### config.mk
export PLATFORM = sky130hd
export DESIGN_NAME = i2c_bus_monitor
export DESIGN_NICKNAME = d
export VERILOG_FILES = /design/src/rtl/lm75a_target_model_i2c_bus_monitor.sv
export SDC_FILE = /design/constraint.sdc
export NUM_CORES = 1
export LEC_CHECK = 0
export CORE_AREA = 2 2 39 41
export CTS_CLUSTER_SIZE = 10
export DETAILED_ROUTE_END_ITERATION = 10
export DIE_AREA = 0 0 41 43
export SLEW_MARGIN = 0
export SYNTH_ARGS = -nofsm -noshare
export SYNTH_HDL_FRONTEND = slang
export SYNTH_SLANG_ARGS = --single-unit
export TNS_END_PERCENT = 10
### constraint.sdc
create_clock -name clk -period 1.6 [get_ports clk]
set_input_delay 0.48 -clock clk [delete_from_list [all_inputs] [get_ports clk]]
set_output_delay 0.48 -clock clk [all_outputs]
set_load 0.02 [all_outputs]
### src/rtl/lm75a_target_model_i2c_bus_monitor.sv
// Oversampling front end for the I2C target.
//   clk, rst     system clock, async active-high reset
//   scl_i, sda_i raw bus lines
//   sda_o        synchronised sda level
//   scl_rise_o   one-cycle strobe on synchronised scl rise
//   scl_fall_o   one-cycle strobe on synchronised scl fall
//   start_o      sda fell while scl high
//   stop_o       sda rose while scl high
module i2c_bus_monitor (
  input  logic clk,
  input  logic rst,
  input  logic scl_i,
  input  logic sda_i,
  output logic sda_o,
  output logic scl_rise_o,
  output logic scl_fall_o,
  output logic start_o,
  output logic stop_o
);

  // [1:0] two-flop synchroniser, [2] history flop for edge detection.
  logic [2:0] scl_q, sda_q;

  // Reset to the idle-bus level so reset release never fakes an edge.
  always_ff @(posedge clk or posedge rst) begin
    if (rst) begin
      scl_q <= 3'b111;
      sda_q <= 3'b111;
    end else begin
      scl_q <= {scl_q[1:0], scl_i};
      sda_q <= {sda_q[1:0], sda_i};
    end
  end

  assign sda_o      = sda_q[1];
  assign scl_rise_o =  scl_q[1] & ~scl_q[2];
  assign scl_fall_o = ~scl_q[1] &  scl_q[2];
  assign start_o    =  scl_q[1] & scl_q[2] &  sda_q[2] & ~sda_q[1];
  assign stop_o     =  scl_q[1] & scl_q[2] & ~sda_q[2] &  sda_q[1];

endmodule

==> results of run 1 <==
## registers in the layout, summed over array words and instances, names as in the netlist
signal and cells:
scl_q 3, sda_q 3
## cell usage in the layout (no fill, tap or decap)
cell | Yosys | final
clkdlybuf4s50_1 | 0 | 3
clkbuf_4 | 0 | 3
buf_2 | 0 | 1
dlygate4sd2_1 | 0 | 1
buf_6 | 0 | 2
nor2b_1 | 2 | 2
inv_1 | 1 | 1
dfstp_2 | 6 | 6
and4b_1 | 2 | 2
buf_4 | 0 | 1
## worst max-delay path, cell delays in order, from the launching register on
cell and delay (ns):
dfstp_2 0.55, and4b_1 0.22, buf_6 0.12
## logic make-up after synthesis
logic type             count (synthesis)
buffers and inverters                  1
DFF                                    6
and+or+nand+nor                        4
## metrics by stage
stage / cell area, sq um / setup slack (ns) / total power (uW) / instances
after global routing: 310 / -0.0618 / 359 / 38
after global placement: 294 / -0.190 / 202 / 35
final: 310 / -0.00825 / 332 / 38
after floorplan: 194 / 0.222 / 184 / 11
after CTS: 303 / -0.0314 / 343 / 38
after detailed placement: 294 / -0.233 / 205 / 35
## worst max-delay path by stage
stage / end / start
after floorplan: stop_o / sda_q[1]
after detailed placement: start_o / scl_q[1]
after global routing: stop_o / scl_q[1]
after CTS: start_o / scl_q[1]
after global placement: start_o / scl_q[1]
final: stop_o / scl_q[1]
## cell type report
type	count	area (sq um)	area share (%)
clock buffers	3	22.5	7.26
inverters	1	3.75	1.21
multi-input cells	4	32.5	10.5
flip-flops and latches	6	158	50.8
well taps	16	20.0	6.45
repair buffers	8	73.8	23.8
## power groups by stage
stage | Combinational [uW] | Clock (uW) | Sequential [uW]
3_5_place_dp | 31.5 | 0 | 173
6_report | 28.7 | 133 | 171
3_3_place_gp | 30.3 | 0 | 172
2_1_floorplan | 10.9 | 0 | 173
4_1_cts | 28.4 | 143 | 172
5_1_grt | 31.2 | 155 | 173
## per-layer routing
layer	wire length, microns	track usage (%)	up-vias
met5	0	0	-
met4	0	0	0
met3	42	7.85	0
met2	195	8.75	9
met1	139	4.28	59
li1	-	-	61
## what timing repair did
action / CTS / global route
pin swaps: 0 / 1
buffers inserted: 0 / 0
gates resized for setup: 20 / 2
cloned: 0 / 0
hold buffers: 0 / 0
endpoints found under the setup margin: 5 / 4
==> impl_metrics.tcl, run 1 <==
set metrics [dict create \
    hp-start "sda_q[0]" \
    grt_pass1_wl_microns 565 \
    first_pass_iters 2 \
    ff2ff_setup_slack_ns 0.99 \
    pwr-share-clk_pct 39.9 \
    clock_skew_ns 0.00247 \
    cts.clk_slew.worst_paths_ns 0.04 \
    power.density_nw_per_um2 1070 \
    synth_compound_area_share_pct 0 \
    seq_power_share_pct 51.5 \
    p_int_uw 266 \
    crit_type "reg -> out" \
    relSlewSlack_pct 84.7 \
    switchingPower_uw 66.7 \
    ios 9 \
    htree_levels 1 \
    syn2layout_area_growth_pct 60.0 \
    drive_gt1_share_pct 59.1 \
    nFillCells 153 \
    run_status "finished, violations left" \
    initial_core_util_pct 14.0 \
    rr_worst_depth 0 \
    endpoint_kind "output port" \
    drt-wirelength-per-cell_microns 9.92 \
    violations "negative setup slack" \
    synthAdderAreaFrac_pct 0 \
    die_area_sq_um 1760 \
    cts_buffer_depth 2 \
    clk_latency_ns 0.24 \
    r2r-end "scl_q[2]" \
    cp_max_fo 5 \
    synth_ff_type "dfstp_2" \
    arrival_ns 1.13 \
    hold_ws_ns 0.357 \
    synth.most_common_cell "dfstp_2" \
    placementRows 14 \
    startpoint_type "register" \
    yosysSeqAreaShare_pct 81.3 \
    fin_util_pct 22.4 \
    synth.avg_cell_area_sq_um 17.6 \
    tritoncts "yes" \
    synth_top_family_by_area "simple AND/OR/NAND/NOR gates" \
    muxShareOfSynthArea_pct 0 \
    antenna_found_initial 0 \
    grt_usage_pct 5.66 \
    synth-async-reset-ratio_pct 100 \
    hold_path.class "reg -> reg" \
    hold_end "sda_q[1]" \
    numCtsBuffers 3 \
    diodes 0 \
    drv_slew 0 \
    grt_max_degree 7 \
    postSynthCellCount 11 \
    ys_warn_count 0 \
    yosys.cell_types.count 4 \
    hold_depth 0 \
    synthXorXnorAreaFrac_pct 0 \
    tightest_slew_ns 0.230 \
    grt_pass1_vias 145 \
    final.period_utilization_pct 101 \
    rsz0062_at_grt "yes" \
    tns_ns -0.00891 \
    synth_edf_count 0 \
    power_leakage_uw 0.000138 \
    comb_power_share_pct 8.6 \
    drt_wl_total_microns 377 \
    final_antenna_net_count 0 \
    switching_share_pct 20.1 \
    fmax_mhz 622 \
    ir_drop_v 0.000480 \
    cts_root_buffer "clkbuf_4" \
    overflow 0 \
    vias 129 \
    finalSetupViolCount 2 \
    required_ns 1.12 \
    die_h_microns 43 \
    routabilityCongestion 0.525 \
    fin_nets 28 \
    max_cap_viol_count 0 \
    drt_iter0_markers 1 \
    setup_ws_ns -0.00825 \
    yosys.area.top_type_share_pct 81.3 \
    cts_sinks 6 \
    syn_nets 15 \
    via_per_inst 3.39 \
    syn-cell-area_sq_um 194 \
    core_sq_um 1380 \
    synth_common_cells "6 x dfstp_2, 2 x and4b_1, 2 x nor2b_1" \
    io_buffers 8 \
    hold_viol_final 0 \
    fin_crit_ns 1.61 \
    yosys.area.top_type "dfstp_2" \
    synth-simple-area-share_pct 16.8 \
    synth_seq_cells 6 \
    synthTopCellsByArea "dfstp_2 81%, and4b_1 10%, nor2b_1 6.5%" \
    r2r_start "scl_q[1]" \
    drc 0 \
    chipWidth_microns 41 \
]
No activity file was read; power rests on OpenSTA's default activity.
==> inputs of run 2 (changes only) <==
--- a/config.mk
+++ b/config.mk
@@ -9,7 +9,8 @@
 export CTS_CLUSTER_SIZE = 10
 export DETAILED_ROUTE_END_ITERATION = 10
 export DIE_AREA = 0 0 41 43
-export SLEW_MARGIN = 0
+export GPL_TIMING_DRIVEN = 1
+export REMOVE_ABC_BUFFERS = 1
 export SYNTH_ARGS = -nofsm -noshare
 export SYNTH_HDL_FRONTEND = slang
 export SYNTH_SLANG_ARGS = --single-unit
==> results of run 2 <==
Same layout as run 1: the final DEF is identical, and so are final timing and power.
==> inputs of run 3 (changes only) <==
--- a/config.mk
+++ b/config.mk
@@ -11,7 +11,7 @@
 export DIE_AREA = 0 0 41 43
 export GPL_TIMING_DRIVEN = 1
 export REMOVE_ABC_BUFFERS = 1
+export SLEW_MARGIN = 0
 export SYNTH_ARGS = -nofsm -noshare
 export SYNTH_HDL_FRONTEND = slang
 export SYNTH_SLANG_ARGS = --single-unit
-export TNS_END_PERCENT = 10
==> run 3 against run 2 <==
  * The run still ends with negative setup slack left
  * Sequential power hardly changed
  * Wire length is 4.0% higher
  * Total power is 1.0% higher
  * Non-clock buffer count is 1 higher
  * Flip-flop and latch count stayed put
  * Critical path type unchanged
  * Largest power group unchanged
  * Highest routed layer unchanged
==> impl_metrics.tcl, run 3 (synthesis results as in run 1) <==
set metrics [dict create \
    run_status "finished, violations left" \
    violations "negative setup slack" \
    rsz0062_at_grt "yes" \
    hp-start "sda_q[0]" \
    rr_worst_depth 1 \
    grt_usage_pct 5.86 \
    cts_root_buffer "clkbuf_4" \
    required_ns 1.12 \
    r2r-end "scl_q[2]" \
    tns_ns -0.0106 \
    cts_buffer_depth 2 \
    clock_skew_ns 0.00247 \
    arrival_ns 1.13 \
    tightest_slew_ns 0.232 \
    fin_nets 29 \
    layout_common_cells "6 x dfstp_2, 3 x clkbuf_4, 3 x clkdlybuf4s50_1, 3 x buf_4" \
    hold_depth 0 \
    drt-wirelength-per-cell_microns 10.1 \
    ir_drop_v 0.000483 \
    reg.largest.list "scl_q (3), sda_q (3)" \
    io_buffers 8 \
    power.density_nw_per_um2 1040 \
    hold_ws_ns 0.357 \
    max_cap_viol_count 0 \
    relSlewSlack_pct 84.5 \
    grt_pass1_wl_microns 593 \
    multi_input_area_sq_um 35.0 \
    hold_viol_final 0 \
    via_per_inst 3.36 \
    hold_end "sda_q[1]" \
    chipWidth_microns 41 \
    endpoint_kind "output port" \
    syn2layout_area_growth_pct 66.5 \
    final.period_utilization_pct 101 \
    drv_slew 0 \
    setup_ws_ns -0.00980 \
    core_sq_um 1380 \
    antenna_found_initial 0 \
    startpoint_type "register" \
    ios 9 \
    overflow 0 \
    drc 0 \
    final_antenna_net_count 0 \
    ff2ff_setup_slack_ns 0.90 \
    cts_sinks 6 \
    seqCellArea_sq_um 158 \
    fmax_mhz 621 \
    die_area_sq_um 1760 \
    finalSetupViolCount 2 \
    place_area_sq_um 294 \
    numCtsBuffers 3 \
    grt_pass1_vias 154 \
    hold_path.class "reg -> reg" \
    vias 131 \
    htree_levels 1 \
    postLayoutCellArea_sq_um 323 \
    routabilityCongestion 0.525 \
    die_h_microns 43 \
    fin_util_pct 23.3 \
    nFillCells 151 \
    cts.clk_slew.worst_paths_ns 0.04 \
    crit_type "reg -> out" \
    power_leakage_uw 0.000144 \
    holdBufCountCts 0 \
    fin_crit_ns 1.61 \
    tritoncts "yes" \
    first_pass_iters 2 \
    grt_max_degree 7 \
    drt_wl_total_microns 392 \
    place_ws_ns -0.233 \
    placementRows 14 \
    r2r_start "scl_q[1]" \
    initial_core_util_pct 14.0 \
    clk_latency_ns 0.24 \
    drive_gt1_share_pct 65.2 \
    cp_max_fo 4 \
    drt_iter0_markers 1 \
    diodes 0 \
    final_common_cell "dfstp_2" \
]
run 3: worst max-delay path: stages, from the launching register on:
cell and delay [ns]:
dfstp_2 0.54, and4b_1 0.23, buf_6 0.12
run 3: power by group:
| part | switching (uW) | leakage, uW | total [uW] | internal [uW] |
|---|---|---|---|---|
| sequential | 4.84 | 0.0000631 | 171 | 166 |
| combinational | 14.5 | 0.0000670 | 32.2 | 17.6 |
| clock | 48.2 | 0.0000138 | 133 | 84.4 |
run 3: metal layers:
layer	global-route usage (%)	vias to the layer above	part of all wire, %
li1	-	61	-
met1	4.28	61	37
met2	9.38	9	52
met3	7.85	0	11
met4	0	0	0
met5	0	-	0
run 3: per-stage QoR:
| stage | instances | total power, uW |
|---|---|---|
| after floorplan | 11 | 184 |
| after global placement | 35 | 202 |
| after detailed placement | 35 | 205 |
| after CTS | 39 | 345 |
| after global routing | 39 | 362 |
| final | 39 | 336 |
run 3: area by class of cell:
| class | count | share of cell area (%) |
|---|---|---|
| sequential | 6 | 48.8 |
| timing repair buffer | 9 | 26.0 |
| multi-input combinational | 4 | 10.9 |
| clock buffer | 3 | 6.98 |
| tap | 16 | 6.20 |
| inverter | 1 | 1.16 |
run 3: repair_timing:
action,in CTS,in global routing
resized for setup,20,4
hold endpoints to repair,0,0
setup endpoints to repair,5,4
pin swaps,0,0
setup buffers,1,0
run 3: worst max-delay path by stage:
stage                     slack, ns     start      end
after floorplan                0.22  sda_q[1]   stop_o
after global placement        -0.19  scl_q[1]  start_o
after detailed placement      -0.23  scl_q[1]  start_o
after CTS                     -0.02  sda_q[1]  start_o
after global routing          -0.06  sda_q[1]   stop_o
final                         -0.01  scl_q[2]   stop_o
